$ cat config.mk
export PLATFORM = sky130hd
export DESIGN_NAME = fetch_queue
export DESIGN_NICKNAME = d
export VERILOG_FILES = /design/src/rtl/fetch_queue.sv
export SDC_FILE = /design/constraint.sdc
export NUM_CORES = 1
export LEC_CHECK = 0
export ABC_AREA = 1
export CORE_UTILIZATION = 60
export DETAILED_ROUTE_END_ITERATION = 7
export DONT_BUFFER_PORTS = 1
export PLACE_DENSITY = 0.76
export RECOVER_POWER = 100
export SLEW_MARGIN = 30
export SYNTH_ARGS = -nofsm -noshare
export SYNTH_HDL_FRONTEND = slang
export SYNTH_SLANG_ARGS = --single-unit
$ cat constraint.sdc
create_clock -name clk -period 12.6 [get_ports clk]
set_input_delay 1.89 -clock clk [delete_from_list [all_inputs] [get_ports clk]]
set_output_delay 1.89 -clock clk [all_outputs]
set_load 0.05 [all_outputs]
$ cat src/rtl/fetch_queue.sv
// rtl/fetch_queue.sv - DEPTH-entry {pc, instr} FIFO between instruction fetch and decode
//
// Purpose: a circular FIFO with valid/ready handshakes on both sides, a
// flush for branch/jump redirect, and a fixed NOP presented whenever empty.
// The read side is first-word-fall-through with no same-cycle bypass.
//
// Ports:
//   clk, rst_n          rising-edge clock, asynchronous active-low reset
//   flush               synchronous clear, overrides push and pop
//   in_valid/in_ready   fetch-side handshake; in_ready = (count != DEPTH)
//   in_pc/in_instr      fetched pair, written on push
//   out_valid/out_ready decode-side handshake; out_valid = (count != 0)
//   out_pc/out_instr    head pair; 0 / NOP_INSTR when empty
//   count               occupancy, 0..DEPTH

module fetch_queue #(
    parameter int              XLEN      = 32,
    parameter int              DEPTH     = 4,
    parameter logic [XLEN-1:0] NOP_INSTR = 32'h0000_0013
) (
    input  logic                     clk,
    input  logic                     rst_n,
    input  logic                     flush,
    input  logic                     in_valid,
    output logic                     in_ready,
    input  logic [XLEN-1:0]          in_pc,
    input  logic [XLEN-1:0]          in_instr,
    output logic                     out_valid,
    input  logic                     out_ready,
    output logic [XLEN-1:0]          out_pc,
    output logic [XLEN-1:0]          out_instr,
    output logic [$clog2(DEPTH):0]   count
);

    localparam int AW = $clog2(DEPTH);
    localparam int CW = AW + 1;

    logic [AW-1:0] wr_ptr_q, wr_ptr_d;
    logic [AW-1:0] rd_ptr_q, rd_ptr_d;
    logic [CW-1:0] count_q,  count_d;

    // Storage is deliberately left out of reset: entries are only ever read
    // while count says they hold a pushed pair.
    logic [XLEN-1:0] pc_mem    [DEPTH];
    logic [XLEN-1:0] instr_mem [DEPTH];

    logic push;
    logic pop;

    assign in_ready  = (count_q != CW'(DEPTH));
    assign out_valid = (count_q != '0);
    assign count     = count_q;

    assign out_pc    = out_valid ? pc_mem[rd_ptr_q]    : '0;
    assign out_instr = out_valid ? instr_mem[rd_ptr_q] : NOP_INSTR;

    always_comb begin
        push     = in_valid  && in_ready  && !flush;
        pop      = out_valid && out_ready && !flush;
        wr_ptr_d = wr_ptr_q;
        rd_ptr_d = rd_ptr_q;
        count_d  = count_q;

        if (flush) begin
            wr_ptr_d = '0;
            rd_ptr_d = '0;
            count_d  = '0;
        end else begin
            // DEPTH is a power of two, so the pointers wrap by overflow.
            if (push) wr_ptr_d = wr_ptr_q + AW'(1);
            if (pop)  rd_ptr_d = rd_ptr_q + AW'(1);
            case ({push, pop})
                2'b10:   count_d = count_q + CW'(1);
                2'b01:   count_d = count_q - CW'(1);
                default: count_d = count_q;
            endcase
        end
    end

    always_ff @(posedge clk or negedge rst_n) begin
        if (!rst_n) begin
            wr_ptr_q <= '0;
            rd_ptr_q <= '0;
            count_q  <= '0;
        end else begin
            wr_ptr_q <= wr_ptr_d;
            rd_ptr_q <= rd_ptr_d;
            count_q  <= count_d;
        end
    end

    always_ff @(posedge clk) begin
        if (push) begin
            pc_mem[wr_ptr_q]    <= in_pc;
            instr_mem[wr_ptr_q] <= in_instr;
        end
    end

endmodule

# After elaboration in Yosys (flattened, before gate mapping)
# Memories as Yosys holds them, arrays and structs flattened.
# Cells that the tools add are included.
[classes] addsub=4 n_eq_ne=3 n_reduce_logical=9 muxes=10
[ops] op="$mux W32" count=2
[ops] op="$mux W2" count=4
[ops] op="$pmux W3 S2" count=1
[ops] op="$reduce_bool A3 Y1" count=2
[ops] op="$add A2 B1 Y2 const B" count=2
[ops] op="$logic_and A1 B1 Y1" count=4
[ops] op="$reduce_bool A2 Y1" count=2
[ops] op="$add A3 B1 Y3 const B" count=1
[ops] op="$mux W3" count=1
[ops] op="$ne A3 B3 Y1 const B" count=1
[ops] op="$sub A3 B1 Y3 const B" count=1
[ops] op="$eq A2 B1 Y1 const B" count=1
[ops] op="$eq A2 B2 Y1 const B" count=1
[ops] op="$mux W1" count=2
[ops] op="$logic_not A1 Y1" count=1
[totals] mem_bits_rw=256 regBits=7 n_memories=2 inputBits=69 elab_cells=31 output_inout_bits=69
[mem_list] name="instr_mem" words=4 width=32 rd=1 rd_ports_with_merged_regs=0 wr=1 line_no="45" text="logic [XLEN-1:0] instr_mem [DEPTH];"
[mem_list] name="pc_mem" words=4 width=32 rd=1 rd_ports_with_merged_regs=0 wr=1 line_no="44" text="logic [XLEN-1:0] pc_mem [DEPTH];"

# Longest topological paths before layout
[logic_depth] ltp_word=6 mapped_depth=12 ltp_nobuf=12

# Least setup slack after synthesis
# OpenSTA, ideal clock, no wires.
[synth_timing] path_kind="input -> register" startpoint="in in_valid" endpoint="mem instr_mem[0][0] (enable)" n_path_buf=0 cell_stages=4 path_slack_ps=7210 arrival_ps=4904 setup_ps=486 required_time_ps=12114 cell_sequence="nand2_1 nor2_1 inv_1 nor2_1"
[synth_between] elab_chain_len=4
[synth_rtl] element="start, declared" line_no="24" text="input logic in_valid,"
[synth_rtl] element="$logic_and A1 B1 Y1 (2 in series)" line_no="58" text="push = in_valid && in_ready && !flush;"
[synth_rtl] element="$mux W1" line_no="93" text="if (push) begin"
[synth_rtl] element="$mux W1 (implied by the code)" line_no="95" text="instr_mem[wr_ptr_q] <= in_instr;"
[synth_rtl] element="end, declared" line_no="45"
# Every way passes these cells.

# Final worst setup path
[layout_timing] startpoint="reg rd_ptr_q[0]" endpoint="out out_instr[20]"
[layout_between] elab_chain_len=2
[layout_rtl] element="start, declared" line_no="39" text="logic [AW-1:0] rd_ptr_q, rd_ptr_d;"
[layout_rtl] element="start signal, assigned" line_no="87" text="rd_ptr_q <= rd_ptr_d;"
[layout_rtl] element="$mem_v2 Z4 W32"
[layout_rtl] element="$mux W32" line_no="55" text="assign out_instr = out_valid ? instr_mem[rd_ptr_q] : NOP_INSTR;"
[layout_rtl] element="end, declared" line_no="31" text="output logic [XLEN-1:0] out_instr,"
# Every way passes these cells.

==> parameters.txt <==
Parameter                              Value

Status
  Outcome ... finished with violations
  Failing checks ... max-capacitance violations, max-slew violations

Timing
  Max-slew headroom at the worst pin ... -1.53
  Worst clock skew ... 7.51 ps
  Final-report max-slew violation count ... 429
  Timing-limited maximum frequency ... 116 MHz
  Final worst hold slack ... 653 ps
  Slew of the pin with the lowest slew margin ... 3790 ps
  Unrepaired setup endpoints after global routing ... no
  Period Utilization, post-route ... 0.683
  Total Neg Setup Slack ... 0 ps
  Final Hold Fails ... 0
  Final critical-path required period ... 8610 ps
  Setup violations, final ... 0

Placement
  Total cell area at the placement stage ... 0.0105 mm2
  Number of I/O port buffers ... 0
  Gpl congestion ... 0.825
  Total half-perimeter wirelength after legalization and detailed placement ... 11.3 mm

Route
  Number of nets still failing antenna checks after routing ... 0
  Mean routed wirelength per cell ... 19.6 um
  Initial drt markers ... 413
  Drt via density ... 5.88
  Number of detailed-route iterations in the first pass ... 5
  DRC violations left ... 0
  Vias after detailed routing ... 6105
  Overall routed net length ... 20.4 mm

Finish
  Diode count ... 0
  Synthesis-to-layout area growth ... 8.36%
  Ratio of cells with drive above 1 in the final layout ... 0.0586
  Layout fillers ... 1202
  Post-layout net count ... 878
  Post-route cell area ... 0.0112 mm2

Pwr
  Switching power ... 1130 uW
  Clock Power Share ... 0.257
  Total power per unit cell area ... 238 mW/mm2
  Net Sw Frac ... 0.421
  Combinational cell fraction of total power ... 0.345
  Static leakage ... 0.00371 uW
  IR Drop Worst-Case VDD ... 199 uV
  Reg power frac ... 0.398
  Internal power of the cells ... 1550 uW

Synth
  Share of synthesized flip-flops with an asynchronous set or reset ... 0.0266
  Number of library cell types mapped by synthesis ... 21
  Synth Instances ... 815
  Number of enable-type register cells in the synthesized netlist ... 256
  Sequential-to-total area share from yosys stat ... 0.760
  Count of state elements after synthesis ... 263
  Synthesized area ... 0.0103 mm2
  Yosys top cell area share ... 0.743
  Synth area leaders ... sky130_fd_sc_hd__edfxtp_1 (74%), sky130_fd_sc_hd__nor2_1 (9.5%), sky130_fd_sc_hd__o21ai_0 (6.0%)
  Net count after synthesis ... 889
  Mean cell area of the mapped netlist ... 12.7 um2
  Yosys Warn Count ... 0
  Commonest cells in the synthesized netlist ... sky130_fd_sc_hd__nor2_1 (261), sky130_fd_sc_hd__edfxtp_1 (256), sky130_fd_sc_hd__o21ai_0 (124), sky130_fd_sc_hd__a21oi_1 (64), sky130_fd_sc_hd__nand2_1 (22)
  Cell type with the largest total area after synthesis ... sky130_fd_sc_hd__edfxtp_1
  Primary FF master, synth ... sky130_fd_sc_hd__edfxtp_1
  Most used standard cell by instance count after synthesis ... sky130_fd_sc_hd__nor2_1

Clocking
  Clock buffers created by TritonCTS ... 25
  Post-CTS setup repair buffer count ... 0
  Clock transition at the registers of the reported paths ... 60 ps
  Cells resized by post-CTS repair ... 0
  Max H-tree Level ... 1
  CTS tree ... yes
  Clock sinks ... 263
  Latest clock arrival within the worst-skew pair ... 500 ps
  # hold bufs at CTS ... 0
  Maximum buffer depth of the clock tree ... 3
  Clock Tree Root ... sky130_fd_sc_hd__clkbuf_16

Flow run
  # Max-Cap Violations ... 9

Critical path
  Critical path data required time ... 10710 ps
  Worst Path Class, Setup ... reg -> out
  Minimum setup slack among reg-to-reg paths ... 6720 ps
  Dominant delay contributor by cell family on the critical path ... buffers and inverters
  Number of gates on the worst path with buffers counted ... 4
  Crit start category ... flip-flop
  Worst R2R Path Depth ... 7
  Source of the critical timing path ... rd_ptr_q[0]
  Worst path buffer plus inverter count ... 2
  CP Capture Point ... out_instr[20]
  Arrival time reported for the critical path endpoint ... 6720 ps
  Nature of the critical path endpoint ... output port
  Highest-delay cell along the critical path ... sky130_fd_sc_hd__clkbuf_1
  Critical register-to-register path startpoint ... count[0]
  Worst-path maximum fanout ... 89
  R2r endpoint ... instr_mem[3][10]
  CP Cell Sequence ... clkinvlp_2 > clkbuf_1 > o21ai_0 > a21oi_1
  Stage delay of the slowest cell on the critical path ... 2500 ps

Floorplan
  Die area ... 0.0178 mm2
  Effective utilization at floorplan ... 0.619
  Die outline height ... 133 um
  Core region area ... 0.0167 mm2
  Horizontal extent of the die ... 133 um
  Row count ... 47
  Count of boundary I/O pins ... 138

Worst hold path
  Hold WC Path Type ... reg -> reg

GRT
  Global-route wire length before repair ... 31.0 mm
  Aggregate global-route resource usage ... 0.225
  Antenna violations before repair ... 0
  Number of global-route vias before repair ... 6128
  Overflow left after global routing ... 0
  Largest net degree at the start of global routing ... 90
## stage by stage
| stage | worst slack (ps) | std cells | total power, uW | util |
|---|---|---|---|---|
| after global routing | 3500 | 1039 | 2780 | 0.671 |
| after CTS | 7030 | 1037 | 2670 | 0.672 |
| after detailed placement | 7570 | 995 | 1980 | 0.627 |
| final | 3990 | 1039 | 2670 | 0.671 |
| after global placement | 7740 | 995 | 1960 | 0.627 |
| after floorplan | 7210 | 815 | 1890 | - |
## cell type report
type                    count  area (um2)  area share
inverters                  14        56.3     0.00502
flip-flops and latches    263        7860       0.702
multi-input cells         490        2220       0.198
repair buffers             10        45.0     0.00402
well taps                 220         275      0.0246
clock buffers              33         656      0.0585
clock inverters             9        91.3     0.00815
## placed cells by master, fill, tap and decap left out
master / instances
sky130_fd_sc_hd__inv_4: 1
sky130_fd_sc_hd__a21oi_2: 8
sky130_fd_sc_hd__dfrtp_1: 6
sky130_fd_sc_hd__bufinv_16: 2
sky130_fd_sc_hd__o311ai_4: 1
sky130_fd_sc_hd__o21ai_0: 125
sky130_fd_sc_hd__nand2_1: 22
sky130_fd_sc_hd__o311ai_2: 2
sky130_fd_sc_hd__clkbuf_1: 16
sky130_fd_sc_hd__buf_4: 2
sky130_fd_sc_hd__nor2_1: 263
sky130_fd_sc_hd__nand3_1: 2
sky130_fd_sc_hd__inv_1: 11
sky130_fd_sc_hd__o21ai_1: 4
sky130_fd_sc_hd__edfxtp_1: 256
sky130_fd_sc_hd__clkinv_2: 4
sky130_fd_sc_hd__dfrtp_2: 1
sky130_fd_sc_hd__a21oi_1: 56
sky130_fd_sc_hd__inv_2: 1
sky130_fd_sc_hd__ha_1: 4
sky130_fd_sc_hd__clkinvlp_2: 1
sky130_fd_sc_hd__clkinv_1: 3
sky130_fd_sc_hd__a21boi_0: 1
sky130_fd_sc_hd__fa_1: 1
sky130_fd_sc_hd__xnor2_1: 1
sky130_fd_sc_hd__clkbuf_16: 25
## kinds of logic (layout without fill, tap and decap cells)
group | after synthesis | count (layout) | share of synthesized area
DFF | 263 | 263 | 0.760
xor gates and xnor gates | 1 | 1 | 0.000847
buffers and inverters | 62 | 66 | 0.0307
and+or+nand+nor | 287 | 287 | 0.105
AOI/OAI and AO/OA | 197 | 197 | 0.0967
adders and majority gates | 5 | 5 | 0.00677
## worst min-delay path, delay by kind of cell, from the launching register on
family | cells | cell delay, ps
buffers and inverters | 1 | 100
AOI/OAI and AO/OA | 1 | 110
DFF | 1 | 400
## layer usage
layer  up-vias  global-route usage  wire length [um]  share of wire
met2       272               0.386             10200           0.50
met4         0              0.0669               432          0.021
li1       2852                   -                 -              -
met1      2945               0.276              7650           0.38
met3        36              0.0685              2050           0.10
met5         -                   0                 0              0
## registers in the layout (all words and copies together), names as in the netlist
register and count:
instr_mem 128, pc_mem 128, count 3, rd_ptr_q 2
wr_ptr_q 2
## how the worst min path moves through the flow
stage           startpoint          end  slack (ps)  depth (start not counted)
2_1_floorplan  wr_ptr_q[1]  wr_ptr_q[1]         580                          2
3_3_place_gp   wr_ptr_q[1]  wr_ptr_q[1]         600                          2
3_5_place_dp   wr_ptr_q[1]  wr_ptr_q[1]         630                          2
4_1_cts        wr_ptr_q[0]  wr_ptr_q[0]         670                          3
5_1_grt        wr_ptr_q[0]  wr_ptr_q[0]         700                          3
6_report       wr_ptr_q[1]  wr_ptr_q[1]         650                          2
## power by group through the flow
stage,combinational (uW),clock (uW),sequential [uW]
floorplan,823,0,1060
finish,922,687,1060
detailed placement,902,0,1080
global placement,881,0,1080
global route,975,734,1070
CTS,904,700,1060
No activity file was read; power rests on OpenSTA's default activity.
